$ cat src/rtl/univ_shift_reg_if.sv
// Bundle for the universal shift register: mode/data/serial in, state out.
// UNIV_SHIFT_ROTATE_EN adds the sin_sel rotate select.
interface univ_shift_reg_if #(
  parameter int WIDTH = 8
);
  localparam int CW = $clog2(WIDTH + 1);

  logic [1:0]       mode;
  logic [WIDTH-1:0] d;
  logic             sin;
`ifdef UNIV_SHIFT_ROTATE_EN
  logic             sin_sel;
`endif
  logic [WIDTH-1:0] Q;
  logic [WIDTH-1:0] Qb;
  logic             sout;
  logic [CW-1:0]    cnt;
  logic             done;

`ifdef UNIV_SHIFT_ROTATE_EN
  modport master (
    output mode, d, sin, sin_sel,
    input  Q, Qb, sout, cnt, done
  );

  modport slave (
    input  mode, d, sin, sin_sel,
    output Q, Qb, sout, cnt, done
  );
`else
  modport master (
    output mode, d, sin,
    input  Q, Qb, sout, cnt, done
  );

  modport slave (
    input  mode, d, sin,
    output Q, Qb, sout, cnt, done
  );
`endif
endinterface

$ cat src/rtl/univ_shift_reg.sv
// Universal register: hold / shift left / shift right / load, with shift count.
// UNIV_SHIFT_ROTATE_EN lets sin_sel recirculate the outgoing bit (rotate).
module univ_shift_reg #(
  parameter int               WIDTH   = 8,
  parameter logic [WIDTH-1:0] RST_VAL = '0
) (
  input  logic            clk,
  input  logic            rst_n,
  univ_shift_reg_if.slave bus
);
  localparam int            CW       = $clog2(WIDTH + 1);
  localparam logic [CW-1:0] CNT_MAX  = CW'(WIDTH);
  localparam logic [CW-1:0] CNT_LAST = CW'(WIDTH - 1);

  typedef enum logic [1:0] {
    M_HOLD  = 2'b00,
    M_LEFT  = 2'b01,
    M_RIGHT = 2'b10,
    M_LOAD  = 2'b11
  } mode_e;

  logic [WIDTH-1:0] q_q, q_d;
  logic [WIDTH-1:0] qb_q, qb_d;
  logic             sout_q, sout_d;
  logic [CW-1:0]    cnt_q, cnt_d;
  logic             done_q, done_d;

  logic             shift;
  logic             in_l;
  logic             in_r;
  mode_e            mode;

  assign mode = mode_e'(bus.mode);

`ifdef UNIV_SHIFT_ROTATE_EN
  assign in_l = bus.sin_sel ? q_q[WIDTH-1] : bus.sin;
  assign in_r = bus.sin_sel ? q_q[0]       : bus.sin;
`else
  assign in_l = bus.sin;
  assign in_r = bus.sin;
`endif

  always_comb begin
    q_d    = q_q;
    sout_d = sout_q;
    cnt_d  = cnt_q;
    done_d = 1'b0;
    shift  = 1'b0;

    unique case (mode)
      M_HOLD: begin
        q_d = q_q;
      end
      M_LEFT: begin
        q_d    = {q_q[WIDTH-2:0], in_l};
        sout_d = q_q[WIDTH-1];
        shift  = 1'b1;
      end
      M_RIGHT: begin
        q_d    = {in_r, q_q[WIDTH-1:1]};
        sout_d = q_q[0];
        shift  = 1'b1;
      end
      M_LOAD: begin
        q_d   = bus.d;
        cnt_d = '0;
      end
    endcase

    // Saturating count; done only on the WIDTH-1 -> WIDTH step.
    if (shift) begin
      if (cnt_q != CNT_MAX) begin
        cnt_d = cnt_q + CW'(1);
      end
      done_d = (cnt_q == CNT_LAST);
    end

    qb_d = ~q_d;
  end

  always_ff @(posedge clk or negedge rst_n) begin
    if (!rst_n) begin
      q_q    <= RST_VAL;
      qb_q   <= ~RST_VAL;
      sout_q <= 1'b0;
      cnt_q  <= '0;
      done_q <= 1'b0;
    end else begin
      q_q    <= q_d;
      qb_q   <= qb_d;
      sout_q <= sout_d;
      cnt_q  <= cnt_d;
      done_q <= done_d;
    end
  end

  assign bus.Q    = q_q;
  assign bus.Qb   = qb_q;
  assign bus.sout = sout_q;
  assign bus.cnt  = cnt_q;
  assign bus.done = done_q;
endmodule

$ cat src/flat_wrapper.sv
// flat-port wrapper written by rule: the top's interface ports become plain ports
module univ_shift_reg_flat 
#(
  parameter int               WIDTH   = 8,
  parameter logic [WIDTH-1:0] RST_VAL = '0
)
  (clk, rst_n, bus_mode, bus_d, bus_sin, bus_Q, bus_Qb, bus_sout, bus_cnt, bus_done);
  univ_shift_reg_if #(.WIDTH(WIDTH)) bus_i ();
  input  logic clk;
  input  logic rst_n;
  input wire logic [$bits(bus_i.mode)-1:0] bus_mode;
  input wire logic [$bits(bus_i.d)-1:0] bus_d;
  input wire logic [$bits(bus_i.sin)-1:0] bus_sin;
  output wire logic [$bits(bus_i.Q)-1:0] bus_Q;
  output wire logic [$bits(bus_i.Qb)-1:0] bus_Qb;
  output wire logic [$bits(bus_i.sout)-1:0] bus_sout;
  output wire logic [$bits(bus_i.cnt)-1:0] bus_cnt;
  output wire logic [$bits(bus_i.done)-1:0] bus_done;
  assign bus_i.mode = bus_mode;
  assign bus_i.d = bus_d;
  assign bus_i.sin = bus_sin;
  assign bus_Q = bus_i.Q;
  assign bus_Qb = bus_i.Qb;
  assign bus_sout = bus_i.sout;
  assign bus_cnt = bus_i.cnt;
  assign bus_done = bus_i.done;
  univ_shift_reg #(.WIDTH(WIDTH), .RST_VAL(RST_VAL)) u_core (.clk(clk), .rst_n(rst_n), .bus(bus_i));
endmodule
$ cat config.mk
export PLATFORM = sky130hd
export DESIGN_NAME = univ_shift_reg_flat
export DESIGN_NICKNAME = d
export VERILOG_FILES = /design/src/rtl/univ_shift_reg_if.sv /design/src/rtl/univ_shift_reg.sv /design/src/flat_wrapper.sv
export SDC_FILE = /design/constraint.sdc
export NUM_CORES = 1
export LEC_CHECK = 0
export CAP_MARGIN = 20
export CORE_MARGIN = 5
export CORE_UTILIZATION = 30
export CTS_BUF_LIST = sky130_fd_sc_hd__clkbuf_4 sky130_fd_sc_hd__clkbuf_8 sky130_fd_sc_hd__clkbuf_16
export DETAILED_ROUTE_END_ITERATION = 12
export GPL_TIMING_DRIVEN = 1
export PLACE_DENSITY = 0.54
export RECOVER_POWER = 25
export SETUP_SLACK_MARGIN = 0.05
export SLEW_MARGIN = 20
export SYNTH_ARGS = -nofsm -noshare
export SYNTH_HDL_FRONTEND = slang
export SYNTH_SLANG_ARGS = --single-unit
$ cat constraint.sdc
create_clock -name clk -period 1.3 [get_ports clk]
set_input_delay 0.195 -clock clk [delete_from_list [all_inputs] [get_ports clk]]
set_output_delay 0.195 -clock clk [all_outputs]
set_load 0.02 [all_outputs]
== Word-level counts from Yosys, hierarchy flattened ==
Index checks and enable logic that the tools add are counted.
Word-level totals
  flip-flop bits (word level): 22
  word-level logic and storage cells: 22
  output and inout bits: 22
Operators by class
  mux-type cells: 7
  reduce and logical (&&, ||, !) cells: 3
  add/subtract/negate cells: 1
  bitwise gates (word level): 1
  eq/ne operators: 5
Operators by type and width (number)
  $pmux W8 S4: 1
  $mux W4: 3
  $not A8 Y8: 1
  $add A4 B1 Y4 const B: 1
  $eq A2 B2 Y1 const B: 2
  $eq A4 B3 Y1 const B: 1
  $ne A4 B4 Y1 const B: 1
  $eq A2 B1 Y1 const B: 1
  $logic_not A2 Y1: 1
  $mux W1: 2
  $pmux W1 S2: 1
  $reduce_bool A2 Y1: 1
  $reduce_or A2 Y1: 1

== Logic depth before layout (Yosys ltp) ==
Gate-level depths: netlist of run 1.
  depth in word-level cells: 4
  depth in mapped cells: 6

== Least setup slack after synthesis of run 1 ==
No wires, ideal clock.
  kind: register to register
  from: reg u_core.cnt_q[0] (netlist: u_core.bus.cnt[0])
  to: reg u_core.cnt_q[3] (netlist: u_core.bus.cnt[3])
  arrival time: 1147 ps
  setup time: 82 ps
  data required time: 1218 ps
  path buffers: 0
  slack: 71 ps
  stages on the path, launching flop included: 6
  cell sequence: dfrtp_1 -> inv_1 -> ha_1 -> a21boi_0 -> o22ai_1 -> a31oi_1
On the way
  longest elaborated chain between the ends: 3
RTL lines
  start: declaration: line univ_shift_reg.sv:25  | logic [CW-1:0] cnt_q, cnt_d;
  start signal: assignment: line univ_shift_reg.sv:92  | cnt_q <= cnt_d;
  $add A4 B1 Y4 / $ne A4 B4 Y1 (equally long branches): line univ_shift_reg.sv:73, univ_shift_reg.sv:72
  $mux W4 *: line univ_shift_reg.sv:72  | if (cnt_q != CNT_MAX) begin
  $mux W4 *: line univ_shift_reg.sv:71  | if (shift) begin
  named net u_core.cnt_d[3]: line univ_shift_reg.sv:25
Mark *: on every way through the listed nets, which the timed path passes. The rest lies on a longest branch.
A chain may end at the register's enable or synchronous reset.

==> results of run 1 <==
-- cell usage after synthesis (all sizes together) --
| master | instances |
|---|---|
| nand2 | 19 |
| dfrtp | 14 |
| mux2i | 12 |
| a22oi | 8 |
| dfstp | 8 |
| mux2 | 8 |
| buf | 6 |
| ha | 6 |
| inv | 4 |
| a21oi | 2 |
| nand2b | 2 |
| a21boi | 1 |
| a31oi | 1 |
| and4b | 1 |
| nor2 | 1 |
| nor2b | 1 |
| o21ai | 1 |
| o22ai | 1 |
| o31ai | 1 |
| xor2 | 1 |
-- layout by cell type (no fill, tap or decap), types with 2 or more instances in the layout --
| cell type | count |
|---|---|
| a21oi_1 | 2 |
| a22oi_1 | 2 |
| a22oi_2 | 6 |
| buf_2 | 8 |
| buf_4 | 19 |
| clkbuf_8 | 3 |
| clkdlybuf4s50_1 | 9 |
| dfrtp_1 | 14 |
| dfstp_2 | 8 |
| dlygate4sd2_1 | 15 |
| ha_1 | 2 |
| ha_2 | 3 |
| inv_1 | 4 |
| mux2_2 | 8 |
| mux2i_1 | 12 |
| nand2_1 | 19 |
| nand2b_1 | 2 |
-- layout make-up --
cell class,count,share of cell area (%)
sequential,22,32.8
multi-input combinational,66,32.4
timing repair buffer,55,26.3
tap,48,3.51
clock buffer,3,2.41
clock inverter,1,1.76
inverter,4,0.878
-- layer usage --
layer | track usage (%) | routed length (µm) | share of wire, % | vias to the layer above
li1 | - | - | - | 442
met3 | 2.77 | 160 | 6.2 | 4
met2 | 15.4 | 1160 | 45 | 26
met5 | 0 | 0 | 0 | -
met1 | 14.1 | 1240 | 48 | 423
met4 | 3.76 | 31 | 1.2 | 0
-- kinds of logic after synthesis --
group | after synthesis
xor gates and xnor gates | 1
adders and majority gates | 6
buffers and inverters | 10
DFF | 22
and+or+nand+nor | 24
AOI/OAI and AO/OA | 15
muxes | 20
-- power by group --
group	total, mW	switching, mW	internal, mW
clock network	0.633	0.222	0.411
logic	0.979	0.518	0.461
registers	0.891	0.0594	0.832
-- critical path, cell delays in order --
cell	delay, ns
clkdlybuf4s15_1	0.25
ha_2	0.24
buf_12	0.15
a22oi_1	0.15
nand2_1	0.09
mux2_2	0.26
-- through the flow --
step / TNS, ns / hold WS [ns] / setup WS [ns] / utilization [%]
after detailed placement: -8.28 / 0.527 / -0.499 / 44.9
after floorplan: 0 / -0.101 / 0.0714 / -
after global routing: 0 / 0.498 / 0.0413 / 46.0
final: 0 / 0.448 / 0.112 / 46.0
after global placement: -7.90 / 0.515 / -0.486 / 44.9
after CTS: 0 / 0.284 / 0.0559 / 46.7
-- timing repair --
| action | CTS | global route |
|---|---|---|
| resized for setup | 47 | 10 |
| setup endpoints to repair | 44 | 12 |
| hold buffers | 0 | 0 |
| setup buffers | 0 | 1 |
-- path summary, 6_finish.rpt --
check	startpoint	end	cells past startpoint
worst max register to register	register	register	4
worst min-delay path	rst_n	asynchronous set/reset pin	2
min in group clk	register	u_core.bus.Qb[7]$_DFF_PN1_	2
max in group asynchronous	rst_n	u_core.bus.Qb[0]$_DFF_PN1_	2
worst max-delay path	bus_mode[0]	register	6
worst min register to register	register	u_core.bus.Qb[7]$_DFF_PN1_	2
==> impl_results.md, run 1 <==
* Register cell area after layout at 561 µm²
* Chip Width at 72.3 µm
* GR Overflow Total at 0
* Ant diodes at 0
* Flop-to-flop setup slack at 0.15 ns
* Fraction of layout instances using a drive strength above 1 at 39.7%
* Endpoint type of the worst setup path: register
* Num ports at 35
* Critical path class: in2reg
* Mux contribution to synthesized area at 18.1%
* WP data arrival at 1.33 ns
* CTS max path bufs at 2
* Synthesized-area fraction occupied by xor and xnor cells at 0.753%
* Complex-gate fraction of the synthesized area at 11.4%
* Pre-Repair DR Iteration Count at 4
* Die ar. at 5220 µm²
* Count of synthesis-stage warnings from yosys at 0
* Cells after synthesis at 98
* Outcome: finished, final reports clean
* Number of placed cells counting well taps at 194
* Global-route wire length before repair at 4220 µm
* DP HPWL at 1990 µm
* Number of cells in the finished layout apart from fillers at 199
* Synth area leaders: dfrtp_1, dfstp_2, mux2i_1, mux2_2, a22oi_2
* Max-slew violation total from the final report at 0
* Setup repair after global routing missed its margin: yes
* Total design power at 2.50 mW
* Clock edge transition at the registers on the reported setup and hold paths at 0.09 ns
* Average via count per standard cell at 4.50
* Detail Route Antenna Nets at 0
* Number of register bits inferred by synthesis at 22
* Synth unique cells at 23
* Main combinational cell family by area after synthesis: multiplexers
* Cell Rows at 22
* Worst hold path class: in2async
* Placer congestion estimate at 0.780
* Per-instance average area after synthesis at 11.9 µm²
* Critical Path Fanout Max at 13
* Setup violators final at 0
* Count of H-tree levels built during CTS at 1
* Number of CTS-inserted buffers at 3
* Worst Clk Skew at 0.0123 ns
* TritonCTS Sinks at 22
* Via count of the first global-routing pass at 890
* Worst endpoint required time at 1.44 ns
* Yosys top cell area share at 30.1%
* Number of hold-slack violations in the final timing report at 0
* Height of the die at 72.3 µm
* # fillers at 390
* Maximum number of pins on one net before global-route repair at 23
* Post-synthesis cell area at 1160 µm²
* Final clock period utilization by the worst path at 91.4%
* P&R area growth vs syn at 47.0%
* Final net count at 171
* Syn nets at 117
* Routed vias at 895
* Antenna violations before repair at 0
* Fmax at 842 MHz
* Area of the multi-input gates at 554 µm²
* CP startpoint kind: input pin
* Worst relative slew slack at 63.2%
* Fraction of the yosys area taken by sequential cells at 48.2%
* Final non-filler cell area at 1710 µm²
* Post-detailed-route wirelength per cell at 13.0 µm
* Max-Cap Viols at 0
* Adder-cell share of the synthesized area at 6.45%
* Clock tree from TritonCTS: yes
* Residual DRC count at 0
* Number of DRC markers in iteration 0 at 31
* Standard cell core area at 3720 µm²
* Final critical-path required period at 1.19 ns
* Total wire length after detailed routing at 2600 µm
* Largest vdd supply drop at 0.713 mV
* Leakage dissipation at 0.823 nW
* Starting utilization of the core area at 31.3%
* Total global-route track usage at 10.2%
* Transition time at the pin with the least slew margin at 0.552 ns
* Area post-placement at 1670 µm²
* Root buf cell: clkbuf_8
* Post-synth top area cell: dfrtp_1
* P per Cell Area at 1460 nW/µm²
* Count of buffers from port buffering at 34
* Simple-gate portion of the synthesized area at 8.92%
* Worst skew pair latency at 0.26 ns
Power figures use the tool's default switching activity.
==> inputs of run 2 (changes only) <==
- PLACE_DENSITY: 0.54 -> default
- PLACE_DENSITY_LB_ADDON: default -> 0.2
==> run 2 against run 1 <==
Effect of this change: combinational power is 4.4% lower; hold slack worse by 0.015 ns; flip-flop and latch count stayed put; critical path type is now reg2out; setup slack worse by 0.016 ns; largest power group unchanged; non-clock buffer count is 2 higher; core utilization is 0.44 points lower; clock-buffer cell count is 1 higher.
==> impl_results.md, run 2 (synthesis gave the netlist of run 1 again) <==
* Outcome: finished, final reports clean
* Chip Width at 72.3 µm (unchanged)
* Maximum cell stage delay along the critical path at 0.41 ns (+0.15 ns)
* Die ar. at 5220 µm² (unchanged)
* Number of DRC markers in iteration 0 at 25 (-19%)
* Final net count at 173 (+1.2%)
* Worst hold path class: in2async
* Max-slew violation total from the final report at 0 (unchanged)
* Commonest cells after routing, fill and taps aside: buf_4, nand2_1, dfrtp_1, dlygate4sd2_1, mux2i_1
* Root buf cell: clkbuf_8
* P per Cell Area at 1380 nW/µm² (-5.5%)
* Fraction of layout instances using a drive strength above 1 at 41.8% (+2.1 points)
* Met3 capacity usage during global routing at 2.35% (-0.42 points)
* Register cell area after layout at 561 µm² (unchanged)
* CP startpoint kind: register
* Max-Cap Viols at 0 (unchanged)
* Average via count per standard cell at 4.47 (-0.66%)
* Fmax at 830 MHz (-1.3%)
* Final-layout setup total negative slack at 0 ns (unchanged)
* Met1 Usage GRT at 13.3% (-0.78 points)
* Number of CTS-inserted buffers at 3 (unchanged)
* Setup violators final at 0 (unchanged)
* CTS max path bufs at 2 (unchanged)
* GR Overflow Total at 0 (unchanged)
* Largest vdd supply drop at 0.523 mV (-27%)
* Critical path class: reg2out
* Number of hold-slack violations in the final timing report at 0 (unchanged)
* Num ports at 35 (unchanged)
* Total wire length after detailed routing at 2590 µm (about the same)
* Cell Rows at 22 (unchanged)
* Critical Path Fanout Max at 4 (-9)
* Antenna violations before repair at 0 (unchanged)
* # fillers at 396 (+1.5%)
* Clock tree from TritonCTS: yes
* Global-route wire length before repair at 4140 µm (-1.9%)
* Height of the die at 72.3 µm (unchanged)
* Bufs and invs on worst path at 1 (-1)
* Detail Route Antenna Nets at 0 (unchanged)
* Total global-route track usage at 10.4% (+0.20 points)
* Post-detailed-route wirelength per cell at 12.9 µm (-1.1%)
* Worst relative slew slack at 63.7% (+0.50 points)
* Most common library cell in the layout ignoring fill and taps: buf_4
* Final critical-path required period at 1.20 ns (+0.0162 ns)
* Transition time at the pin with the least slew margin at 0.545 ns (-0.00750 ns)
* Count of H-tree levels built during CTS at 1 (unchanged)
* Number of buffers added for setup after CTS at 0 (unchanged)
* Standard cell core area at 3720 µm² (unchanged)
* DP HPWL at 1970 µm (-0.98%)
* Final core utilization at 45.6% (-0.44 points)
* Worst Clk Skew at 0.00391 ns (-0.00843 ns)
* Count of buffers from port buffering at 34 (unchanged)
* Critical Path, Cell by Cell: dlygate4sd2_1
* Clock edge transition at the registers on the reported setup and hold paths at 0.08 ns (about the same)
* Leakage dissipation at 0.818 nW (-0.70%)
* Worst endpoint required time at 1.11 ns (-0.33 ns)
* Maximum number of pins on one net before global-route repair at 23 (unchanged)
* Placer congestion estimate at 0.794 (+1.8%)
* Worst skew pair latency at 0.27 ns (about the same)
* P&R area growth vs syn at 45.6%
* TritonCTS Sinks at 22 (unchanged)
* Met2 track demand over resource in global routing at 16.4% (+1.0 points)
* Final clock period utilization by the worst path at 92.6% (+1.2 points)
* Area of the multi-input gates at 554 µm² (unchanged)
* Residual DRC count at 0 (unchanged)
* Via count of the first global-routing pass at 886 (-0.45%)
* Starting utilization of the core area at 31.3% (unchanged)
* WP data arrival at 1.01 ns (-0.32 ns)
* Routed vias at 898 (+0.34%)
* Ant diodes at 0 (unchanged)
* # hold bufs at CTS at 0 (unchanged)
* Crit-path slowest cell: dfrtp_1
* Endpoint type of the worst setup path: primary output
* Setup repair after global routing missed its margin: no
* Largest delay contributor family on the critical path: flip-flops
* Top Usage Layer GRT: met2
* Pre-Repair DR Iteration Count at 4 (unchanged)
run 2: report_power, final:
group	total [mW]	switching, mW	leakage, nW	internal (mW)
registers	0.901	0.0702	0.264	0.831
logic	0.936	0.494	0.525	0.443
clock network	0.506	0.236	0.0288	0.270
total	2.34	0.799	0.818	1.54
run 2: path summary, 6_finish.rpt:
check | to | start | cells after the start | slack (ns)
setup reg to reg | u_core.bus.cnt[0]$_DFF_PN0_ | u_core.bus.cnt[1]$_DFF_PN0_ | 5 | 0.16
hold / removal | u_core.bus.sout$_DFFE_PN0N_ | rst_n | 2 | 0.43
max in group asynchronous | u_core.bus.Qb[4]$_DFF_PN1_ | rst_n | 2 | 0.49
setup / recovery | bus_cnt[1] | u_core.bus.cnt[1]$_DFF_PN0_ | 1 | 0.1
min in group clk | u_core.bus.Qb[6]$_DFF_PN1_ | register | 2 | 0.52
hold reg to reg | u_core.bus.Qb[6]$_DFF_PN1_ | register | 2 | 0.52
run 2: cell type report:
| class | instances | share of cell area, % |
|---|---|---|
| tap | 48 | 3.55 |
| clock buffer | 4 | 3.25 |
| sequential | 22 | 33.1 |
| multi-input combinational | 66 | 32.7 |
| inverter | 4 | 0.886 |
| timing repair buffer | 57 | 26.5 |
run 2: layer usage:
layer	share of wire, %	up-vias
met5	0	-
li1	-	448
met4	2.0	0
met1	45	423
met3	5.5	4
met2	48	23
run 2: repair_timing:
| action | 4_1_cts | 5_1_grt |
|---|---|---|
| pin swaps | 0 | 0 |
| cloned | 0 | 0 |
| gates resized for setup | 45 | 15 |
| endpoints found under the setup margin | 43 | 19 |
run 2: per-stage QoR:
stage               power, mW  hold WS [ns]  instance area [µm²]  instances  worst slack (ns)
floorplan                1.45        -0.101                 1160         98            0.0714
global placement         1.94         0.514                 1680        197            -0.488
detailed placement       1.95         0.516                 1680        197            -0.512
CTS                      2.39         0.282                 1740        201            0.0532
global route             2.50         0.502                 1690        201            0.0508
finish                   2.34         0.433                 1690        201            0.0957
==> inputs of run 3 (changes only) <==
- ABC_CLOCK_PERIOD_IN_PS: default -> 1300
- DONT_BUFFER_PORTS: default -> 1
- GPL_ROUTABILITY_DRIVEN: default -> 0
==> run 3 against run 2 <==
Effect of this change: setup slack better by 0.052 ns; largest power group is now registers; global-route usage is 0.83 points lower; non-clock buffer count is 40 lower; combinational power is 29% lower; first-iteration DRC count is 28% higher; via count is 16% lower; routed wire length is 5.3% lower; power is 1.3% lower; core utilization is 8.4 points lower; critical path depth is 3 higher; flip-flop and latch count stayed put; sequential share of layout area is 7.4 points higher.
==> impl_results.md, run 3 (synthesis gave the netlist of run 1 again) <==
* Critical Path, Cell by Cell: buf_4, ha_1, mux2i_1, mux2i_1
* Worst endpoint required time at 1.43 ns (+0.32 ns)
* Cell Rows at 22 (unchanged)
* Count of H-tree levels built during CTS at 1 (unchanged)
* Pre-Repair DR Iteration Count at 4 (unchanged)
* Starting utilization of the core area at 31.3% (unchanged)
* Height of the die at 72.3 µm (unchanged)
* Flop-to-flop setup slack at 0.15 ns (about the same)
* Startpoint of the most critical hold path: bus_d[3]
* CTS max path bufs at 2 (unchanged)
* CP startpoint kind: register
* Commonest cells after routing, fill and taps aside: nand2_1, dfrtp_1, buf_4, mux2i_1
* Die ar. at 5220 µm² (unchanged)
* Total global-route track usage at 9.62% (-0.83 points)
* Standard cell core area at 3720 µm² (unchanged)
* FF-to-FF Start: u_core.bus.cnt[0]$_DFF_PN0_
* Outcome: finished, final reports clean
* Average via count per standard cell at 4.66 (+4.3%)
* Fraction of layout instances using a drive strength above 1 at 38.9% (-2.9 points)
* TritonCTS Sinks at 22 (unchanged)
* Worst skew pair latency at 0.26 ns (about the same)
* Critical path class: reg2reg
* DP HPWL at 1880 µm (-4.9%)
* Clock tree from TritonCTS: yes
* GR Overflow Total at 0 (unchanged)
* Bufs and invs on worst path at 1 (unchanged)
* Leakage dissipation at 0.637 nW (-22%)
* CP most frequent cell: mux2i_1
* Chip Width at 72.3 µm (unchanged)
* Largest vdd supply drop at 0.546 mV (+4.4%)
* Worst relative slew slack at 63.4% (-0.30 points)
* Most common library cell in the layout ignoring fill and taps: nand2_1
* Register-to-Register Path Depth at 4 (-1)
* Setup violators final at 0 (unchanged)
* Hold WS at 0.0984 ns (-0.334 ns)
* Final-layout setup total negative slack at 0 ns (unchanged)
* Critical Path Fanout Max at 5 (+1)
* Detail Route Antenna Nets at 0 (unchanged)
* Root buf cell: clkbuf_8
* Clock edge transition at the registers on the reported setup and hold paths at 0.09 ns (about the same)
* Final critical-path setup slack at 0.148 ns (+0.0524 ns)
* Number of hold-slack violations in the final timing report at 0 (unchanged)
* Final clock period utilization by the worst path at 88.6% (-4.0 points)
* Final critical-path required period at 1.15 ns (-0.0524 ns)
* P per Cell Area at 1670 nW/µm² (+21%)
* Final non-filler cell area at 1380 µm² (-18%)
* Number of CTS-inserted buffers at 3 (unchanged)
* Final net count at 133 (-23%)
* Global-route wire length before repair at 3910 µm (-5.7%)
* Total wire length after detailed routing at 2460 µm (-5.3%)
* WP data arrival at 1.28 ns (+0.27 ns)
* Count of buffers from port buffering at 0 (-100%)
* Pre-CTS WS at 0.0434 ns (+0.555 ns)
* Num ports at 35 (unchanged)
* Via count of the first global-routing pass at 727 (-18%)
* Area post-placement at 1290 µm² (-23%)
* Hold path endpoint: u_core.bus.Qb[3]$_DFF_PN1_
* Antenna violations before repair at 0 (unchanged)
* Critical R2R Capture: u_core.bus.cnt[2]$_DFF_PN0_
* Setup repair after global routing missed its margin: no
* Worst hold path class: in2reg
* Transition time at the pin with the least slew margin at 0.549 ns (+0.00447 ns)
* Max-Cap Viols at 0 (unchanged)
* Number of DRC markers in iteration 0 at 32 (+28%)
* Residual DRC count at 0 (unchanged)
* Max-slew violation total from the final report at 0 (unchanged)
* P&R area growth vs syn at 18.9%
* Total design power at 2.31 mW (-1.3%)
* Crit-path slowest cell: dfrtp_1
* WHS Path Cells at 3
* Maximum number of pins on one net before global-route repair at 23 (unchanged)
* Worst Clk Skew at 0.00772 ns (+0.00381 ns)
* Routed vias at 750 (-16%)
* Ant diodes at 0 (unchanged)
* Post-detailed-route wirelength per cell at 15.3 µm (+18%)
* Largest delay contributor family on the critical path: flip-flops
* Maximum cell stage delay along the critical path at 0.38 ns (-0.03 ns)
* Endpoint type of the worst setup path: register
* Fmax at 868 MHz (+4.5%)
==> run 3: power by group <==
part | internal, mW | switching [mW] | total, mW | leakage, nW
clock network | 0.411 | 0.225 | 0.636 | 0.0357
registers | 0.836 | 0.174 | 1.01 | 0.264
logic | 0.304 | 0.363 | 0.667 | 0.337
total | 1.55 | 0.762 | 2.31 | 0.637
==> run 3: worst max-delay path by stage <==
stage,from,end,slack (ns),cells after the start
final,u_core.bus.cnt[0]$_DFF_PN0_,u_core.bus.cnt[2]$_DFF_PN0_,0.15,4
after global routing,u_core.bus.cnt[1]$_DFF_PN0_,u_core.bus.cnt[0]$_DFF_PN0_,0.06,5
after CTS,rst_n,u_core.bus.cnt[0]$_DFF_PN0_,0.06,1
after detailed placement,bus_mode[1],register,0.04,5
after global placement,bus_mode[1],register,0.05,5
after floorplan,u_core.bus.cnt[0]$_DFF_PN0_,u_core.bus.cnt[3]$_DFF_PN0_,0.07,5
==> run 3: layer usage <==
metal  routed length [µm]  global-route usage, %
met5                    0                      0
met4                   30                   3.76
met3                  234                   3.88
met2                 1080                   13.5
met1                 1110                   13.1
==> run 3: repair_timing <==
action,in CTS,in global routing
hold endpoints to repair,22,14
resized for setup,0,3
setup buffers,0,0
hold buffers,1,1
endpoints found under the setup margin,0,1
==> run 3: area by class of cell <==
cell class,instances,area (µm²)
clock buffers,3,41.3
multi-input cells,66,537
flip-flops and latches,22,561
inverters,4,15.0
fillers,383,2330
well taps,48,60.1
repair buffers,17,140
clock inverters,1,30.0
==> run 3: metrics by stage <==
step | utilization, % | std cells
final | 37.2 | 161
after global routing | 37.2 | 161
after CTS | 36.9 | 160
after detailed placement | 34.7 | 155
after global placement | 34.7 | 155
after floorplan | - | 98
==> run 3: worst register-to-register path: stages (launching register included) <==
cell	delay (ns)
dfrtp_1	0.38
buf_4	0.17
ha_1	0.24
mux2i_1	0.15
mux2i_1	0.09
